**src/rtl/fp_pkg.sv**
```systemverilog
// fp_pkg -- shared definitions for the single-precision floating-point units.
// Holds the default operand geometry, the exponent bias, the canonical quiet
// NaN, the quotient iteration count, flag bit positions, the divider FSM
// state encoding and the per-operand classification record.
package fp_pkg;

  localparam int INT_W_DEF  = 9;
  localparam int FRAC_W_DEF = 23;
  localparam int DATA_W_DEF = INT_W_DEF + FRAC_W_DEF;

  localparam int EXP_BIAS = 127;
  localparam logic [31:0] QNAN = 32'h7FC0_0000;

  // 24 mantissa bits + guard + one spare bit so that a quotient in [0.5,1)
  // still yields a full mantissa and guard after normalisation.
  localparam int DIV_ITERS = 26;

  // Bit positions inside the 4-bit flag vector.
  localparam int FLAG_INVALID   = 3;
  localparam int FLAG_DIV_ZERO  = 2;
  localparam int FLAG_OVERFLOW  = 1;
  localparam int FLAG_UNDERFLOW = 0;

  typedef enum logic [1:0] {
    IDLE  = 2'd0,
    DIV   = 2'd1,
    ROUND = 2'd2,
    DONE  = 2'd3
  } state_t;

  // Denormals are reported as zero because the arithmetic units flush them.
  typedef struct packed {
    logic sign;
    logic zero;
    logic inf;
    logic nan;
  } fp_class_t;

endpackage

```
**src/rtl/fp_classify.sv**
```systemverilog
// fp_classify -- combinational operand classifier shared by fp_div and fp_mul.
// Ports:
//   data : IEEE-754 operand
//   cls  : sign, zero (true zero or denormal), infinity, NaN
module fp_classify
  import fp_pkg::*;
#(
  parameter int INT_W  = INT_W_DEF,
  parameter int FRAC_W = FRAC_W_DEF,
  parameter int DATA_W = DATA_W_DEF
) (
  input  logic [DATA_W-1:0] data,
  output fp_class_t         cls
);

  localparam int EXP_W = INT_W - 1;

  logic [EXP_W-1:0]  exp_f;
  logic [FRAC_W-1:0] frac_f;

  assign exp_f  = data[DATA_W-2 -: EXP_W];
  assign frac_f = data[FRAC_W-1:0];

  assign cls.sign = data[DATA_W-1];
  assign cls.zero = (exp_f == '0);
  assign cls.inf  = (&exp_f) && (frac_f == '0);
  assign cls.nan  = (&exp_f) && (frac_f != '0);

endmodule

```
**src/rtl/fp_div.sv**
```systemverilog
// fp_div -- multi-cycle IEEE-754 single-precision divider.
// Restoring division produces one quotient bit per cycle, followed by a
// single rounding cycle (round to nearest, ties to even). Denormal inputs and
// results are flushed to signed zero. Every operation, special cases
// included, takes the same number of cycles.
// Ports:
//   clk, rst            : rising-edge clock, synchronous active-high reset
//   i_valid / o_ready   : operand handshake (o_ready only while idle)
//   i_data_a, i_data_b  : dividend, divisor
//   o_valid / i_ready   : result handshake, result held until i_ready
//   fp_div_o            : quotient a/b
//   o_flags             : {invalid, div_by_zero, overflow, underflow}
module fp_div
  import fp_pkg::*;
#(
  parameter int INT_W  = INT_W_DEF,
  parameter int FRAC_W = FRAC_W_DEF,
  parameter int DATA_W = DATA_W_DEF
) (
  input  logic              clk,
  input  logic              rst,
  input  logic              i_valid,
  output logic              o_ready,
  input  logic [DATA_W-1:0] i_data_a,
  input  logic [DATA_W-1:0] i_data_b,
  output logic              o_valid,
  input  logic              i_ready,
  output logic [DATA_W-1:0] fp_div_o,
  output logic [3:0]        o_flags
);

  localparam int EXP_W  = INT_W - 1;
  localparam int MANT_W = FRAC_W + 1;
  localparam int ES_W   = EXP_W + 3;
  localparam int CNT_W  = $clog2(DIV_ITERS);
  localparam logic [CNT_W-1:0]       CNT_LAST = CNT_W'(DIV_ITERS - 1);
  localparam logic signed [ES_W-1:0] EXP_MAX  = ES_W'((1 << EXP_W) - 1);
  localparam logic signed [ES_W-1:0] EXP_ZERO = '0;

  state_t state, state_next;

  logic [DATA_W-1:0]    a_reg, b_reg;
  logic [MANT_W:0]      rem, divisor, rem_diff, rem_next;
  logic                 rem_ge;
  logic [DIV_ITERS-1:0] quot;
  logic [CNT_W-1:0]     cnt;
  fp_class_t            cls_a, cls_b;

  logic                   lead, guard, sticky, round_up, carry, sign;
  logic [MANT_W-1:0]      mant;
  logic [MANT_W:0]        mant_r;
  logic [FRAC_W-1:0]      frac_r;
  logic signed [ES_W-1:0] exp_calc;
  logic [DATA_W-1:0]      result, inf_res, zero_res;
  logic [3:0]             flags;
  logic                   unused_bits;

  fp_classify #(.INT_W(INT_W), .FRAC_W(FRAC_W), .DATA_W(DATA_W)) u_cls_a (
    .data (a_reg),
    .cls  (cls_a)
  );

  fp_classify #(.INT_W(INT_W), .FRAC_W(FRAC_W), .DATA_W(DATA_W)) u_cls_b (
    .data (b_reg),
    .cls  (cls_b)
  );

  // State register.
  always_ff @(posedge clk) begin
    if (rst) state <= IDLE;
    else     state <= state_next;
  end

  // Next-state and handshake outputs.
  always_comb begin
    state_next = state;
    o_ready    = 1'b0;
    o_valid    = 1'b0;
    case (state)
      IDLE: begin
        o_ready = 1'b1;
        if (i_valid) state_next = DIV;
      end
      DIV:   if (cnt == CNT_LAST) state_next = ROUND;
      ROUND: state_next = DONE;
      DONE: begin
        o_valid = 1'b1;
        if (i_ready) state_next = IDLE;
      end
      default: state_next = IDLE;
    endcase
  end

  // One restoring step: the partial remainder stays below twice the divisor,
  // so after a conditional subtract the left shift never loses a set bit.
  assign divisor  = {1'b0, 1'b1, b_reg[FRAC_W-1:0]};
  assign rem_ge   = (rem >= divisor);
  assign rem_diff = rem - divisor;
  assign rem_next = rem_ge ? {rem_diff[MANT_W-1:0], 1'b0} : {rem[MANT_W-1:0], 1'b0};

  // Normalise the quotient: a clear leading bit means it lies in [0.5,1),
  // so take one more bit and lower the exponent by one.
  assign lead     = quot[DIV_ITERS-1];
  assign mant     = lead ? quot[DIV_ITERS-1:2] : quot[DIV_ITERS-2:1];
  assign guard    = lead ? quot[1] : quot[0];
  assign sticky   = (|rem) | (lead & quot[0]);
  assign round_up = guard & (sticky | mant[0]);
  assign mant_r   = {1'b0, mant} + {{MANT_W{1'b0}}, round_up};
  assign carry    = mant_r[MANT_W];
  assign frac_r   = carry ? '0 : mant_r[FRAC_W-1:0];
  assign exp_calc = ES_W'(a_reg[DATA_W-2 -: EXP_W]) - ES_W'(b_reg[DATA_W-2 -: EXP_W])
                  + ES_W'(EXP_BIAS) - ES_W'(!lead) + ES_W'(carry);

  assign sign     = cls_a.sign ^ cls_b.sign;
  assign inf_res  = {sign, {EXP_W{1'b1}}, {FRAC_W{1'b0}}};
  assign zero_res = {sign, {(DATA_W-1){1'b0}}};

  assign unused_bits = ^{rem_diff[MANT_W], mant_r[MANT_W-1]};

  // Result selection; special operands take priority over the arithmetic.
  always_comb begin
    result = '0;
    flags  = '0;
    if (cls_a.nan || cls_b.nan || (cls_a.zero && cls_b.zero) || (cls_a.inf && cls_b.inf)) begin
      result              = DATA_W'(QNAN);
      flags[FLAG_INVALID] = 1'b1;
    end else if (cls_a.inf) begin
      result = inf_res;
    end else if (cls_b.zero) begin
      result               = inf_res;
      flags[FLAG_DIV_ZERO] = 1'b1;
    end else if (cls_b.inf || cls_a.zero) begin
      result = zero_res;
    end else if (exp_calc >= EXP_MAX) begin
      result               = inf_res;
      flags[FLAG_OVERFLOW] = 1'b1;
    end else if (exp_calc <= EXP_ZERO) begin
      result                = zero_res;
      flags[FLAG_UNDERFLOW] = 1'b1;
    end else begin
      result = {sign, exp_calc[EXP_W-1:0], frac_r};
    end
  end

  // Operand capture, iteration and result registers. The remainder is
  // seeded straight from the incoming dividend so the first DIV cycle
  // already produces a quotient bit.
  always_ff @(posedge clk) begin
    if (rst) begin
      a_reg    <= '0;
      b_reg    <= '0;
      rem      <= '0;
      quot     <= '0;
      cnt      <= '0;
      fp_div_o <= '0;
      o_flags  <= '0;
    end else begin
      case (state)
        IDLE: begin
          if (i_valid) begin
            a_reg <= i_data_a;
            b_reg <= i_data_b;
            rem   <= {1'b0, 1'b1, i_data_a[FRAC_W-1:0]};
            quot  <= '0;
            cnt   <= '0;
          end
        end
        DIV: begin
          quot <= {quot[DIV_ITERS-2:0], rem_ge};
          rem  <= rem_next;
          cnt  <= cnt + 1'b1;
        end
        ROUND: begin
          fp_div_o <= result;
          o_flags  <= flags;
        end
        default: ;
      endcase
    end
  end

endmodule

```
**config.mk**
```make
export PLATFORM = sky130hd
export DESIGN_NAME = fp_div
export DESIGN_NICKNAME = d
export VERILOG_FILES = /design/src/rtl/fp_pkg.sv /design/src/rtl/fp_classify.sv /design/src/rtl/fp_div.sv
export SDC_FILE = /design/constraint.sdc
export NUM_CORES = 1
export LEC_CHECK = 0
export BUFFER_PORTS_ARGS = -buffer_cell sky130_fd_sc_hd__buf_4
export CAP_MARGIN = 20
export CORE_ASPECT_RATIO = 1.25
export CORE_MARGIN = 10
export CORE_UTILIZATION = 60
export DETAILED_ROUTE_END_ITERATION = 8
export PLACE_DENSITY_LB_ADDON = 0.08
export SETUP_SLACK_MARGIN = 0.1
export SLEW_MARGIN = 20
export SYNTH_ARGS = -nofsm -noshare
export SYNTH_HDL_FRONTEND = slang
export SYNTH_HIERARCHICAL = 1
export SYNTH_SLANG_ARGS = --single-unit
```
**constraint.sdc**
```tcl
create_clock -name clk -period 14.8 [get_ports clk]
set_input_delay 2.96 -clock clk [delete_from_list [all_inputs] [get_ports clk]]
set_output_delay 2.96 -clock clk [all_outputs]
set_load 0.02 [all_outputs]
```
==> flow_metrics.py <==
metrics = {
    "sta": {
        "min_period_over_period_pct": 40.9,
        "rsz0062_at_grt": "false",
        "layout_min_cycle_time_ns": 6.05,
        "relSlewSlack_pct": 32.6,
        "tightest_slew_ns": 1.01,
        "max_freq_mhz": 165,
        "hold_viol_final": 0,
        "drv_slew": 0,
        "setup_tns_ns": 0,
        "finalClockSkew_ns": 0.0115,
        "setup_viol_count_final": 0,
    },
    "synth": {
        "synth_xor_area_share_pct": 4.11,
        "synth.top_cells.by_area": "dfxtp_1 (35%), nand2_1 (7.6%), ha_1 (6.1%)",
        "ys_seq_elements": 158,
        "netlist_area_um2": 9160,
        "synth_nets": 1268,
        "synth_top_family_by_area": "compound AO/OA/AOI/OAI gates",
        "seq_area_frac_synth_pct": 34.5,
        "syn_inst": 1151,
        "yosysWarningCount": 6,
        "synth_ff_type": "dfxtp_1",
        "synth_top_area_share_pct": 34.5,
        "synth_simple_gate_area_share_pct": 22.0,
        "synth.distinct_cells": 75,
        "synth-edff-count": 0,
        "syn_avg_cell_area_um2": 7.96,
        "synth_top_area_cell": "dfxtp_1",
        "synthMuxAreaShare_pct": 3.87,
        "synth_compound_area_share_pct": 22.9,
        "synth_fa_ha_area_share_pct": 7.02,
        "synthArstFlopShare_pct": 0,
    },
    "global_routing": {
        "antenna_found_initial": 0,
        "grt_max_degree": 85,
        "grt_pass1_vias": 8108,
        "grt_usage_pct": 23.4,
        "grt_overflow": 0,
        "grt_pass1_wl_um": 39300,
    },
    "cts": {
        "cts_sinks": 158,
        "htree_num_levels": 4,
        "path_clk_slew_ns": 0.07,
        "holdBufCountCts": 0,
        "cts_root_buf": "clkbuf_16",
        "worstSkewPairLatency_ns": 0.43,
        "cts_setup_buffers": 0,
        "cts_inserted_buffers": 17,
        "cts_tree": "yes",
        "cts_resized": 0,
        "cts_buffer_depth": 2,
    },
    "cells_and_area": {
        "area_delta_synth_final_pct": 15.0,
        "multiInputGateArea_um2": 5490,
        "layout_commonest_cell": "nand2_1",
        "mostFrequentLayoutCells": "nand2_1 (185), dfxtp_1 (157), buf_4 (113), a21oi_1 (100), nor2_1 (90)",
        "regArea_um2": 3160,
        "drive_gt1_share_pct": 14.7,
        "fillers": 1282,
        "layout.cells.non_filler": 1410,
        "diodes": 0,
        "fin_nets": 1332,
    },
    "floorplanning": {
        "initial_core_util_pct": 61.3,
        "num_rows": 50,
        "die_w_um": 131,
        "fp.dieH_um": 158,
        "io_pins": 106,
        "core_area_um2": 15000,
        "die_area_um2": 20600,
    },
    "placement": {
        "post-place-cells": 1378,
        "dpl.hpwl_um": 17400,
        "gp_congestion": 0.948,
        "portBuffers": 105,
    },
    "setup_path": {
        "cp_data_required_time_ns": 15.11,
        "start_kind": "flop",
        "crit_fanout": 45,
        "path_class": "reg -> reg",
        "setup.worst_path.end_class": "flop",
        "critPathArrivalTime_ns": 6.36,
    },
    "routing": {
        "drtAntennaViolNets": 0,
        "drc": 0,
        "routedWlPerCell_um": 17.1,
        "dr.pass1.iters": 5,
        "via_per_inst": 6.07,
        "drt_iter0_markers": 611,
        "vias": 8559,
        "wl_um": 24100,
    },
    "pwr": {
        "p_leak_uw": 0.00413,
        "vdd_drop_max_mv": 0.182,
        "powerDensity_nw_per_um2": 233,
    },
    "run": {
        "drv_cap": 0,
    },
    "status": {
        "status": "finished, final reports clean",
    },
    "worst_hold_path": {
        "hold_path.class": "reg -> reg",
    },
}
through the flow:
| stage | hold slack, ns | total power, uW | setup WS [ns] | utilization, % | cell area, um2 |
|---|---|---|---|---|---|
| detailed placement | 0.438 | 2000 | 8.79 | 66.5 | 9940 |
| global placement | 0.435 | 1970 | 9.03 | 66.5 | 9940 |
| floorplan | 0.436 | 1680 | 9.23 | - | 9160 |
| global route | 0.473 | 2640 | 8.11 | 70.5 | 10500 |
| finish | 0.442 | 2460 | 8.75 | 70.5 | 10500 |
| CTS | 0.447 | 2440 | 8.76 | 70.5 | 10500 |
worst max-delay path, cell delays in order, from the launching register on:
cell	delay [ns]
dfxtp_2	0.95
nand2_1	0.15
a21boi_0	0.22
ha_1	0.22
and3_1	0.18
nand4_1	0.16
or4_4	0.60
nor3_2	0.24
fa_1	0.21
ha_1	0.20
inv_1	0.06
fa_1	0.38
nand2b_1	0.18
a21oi_1	0.24
o211ai_1	0.11
o21ai_0	0.22
nand2_1	0.12
o22ai_2	0.25
nand3_1	0.61
o41ai_1	0.57
Yosys cell counts (all sizes together), types with 10 or more instances:
master	count
nand2	186
dfxtp	158
a21oi	101
nor2	90
inv	57
clkbuf	49
o21ai	48
ha	45
a22oi	43
xor2	28
a211oi	25
mux2i	23
nor4	21
nand4	20
nor3	20
a21o	19
buf	19
xnor2	15
nand2b	14
nand3	14
o21a	12
mux2	11
o22ai	10
worst paths after layout:
| check | start | endpoint | slack, ns | cells past startpoint |
|---|---|---|---|---|
| worst min register to register | fp_div_o[10] | fp_div_o[10] | 0.44 | 2 |
| worst max register to register | quot[25] | fp_div_o[6] | 8.75 | 19 |
| worst max-delay path | quot[25] | fp_div_o[6] | 8.75 | 19 |
| worst min-delay path | fp_div_o[10] | fp_div_o[10] | 0.44 | 2 |
cell type report:
cell class                      count  area share, %
Clock inverter                     12           1.27
Tap cell                          182           2.16
Timing Repair Buffer              113           8.05
Multi-Input combinational cell    868           52.1
Sequential cell                   158           30.0
Inverter                           57           2.03
Clock buffer                       20           4.33
routing by layer:
metal / global-route usage, % / part of all wire, % / vias up
li1: - / - / 4255
met1: 26.6 / 41 / 3988
met2: 41.6 / 51 / 263
met3: 4.59 / 5.2 / 53
met4: 9.23 / 2.5 / 0
met5: 0 / 0 / -
where the power goes:
part	total (uW)	leakage [uW]	switching (uW)	internal [uW]
Clock	441	0.000287	182	258
Sequential	570	0.00129	70.0	500
Combinational	1450	0.00255	869	579
Total	2460	0.00413	1120	1340
kinds of logic after synthesis:
kind of cell / count (synthesis)
DFF: 158
buffers and inverters: 125
and+or+nand+nor: 426
adders and majority gates: 49
xor gates and xnor gates: 43
AOI/OAI and AO/OA: 316
muxes: 34
No activity file was read; power rests on OpenSTA's default activity.
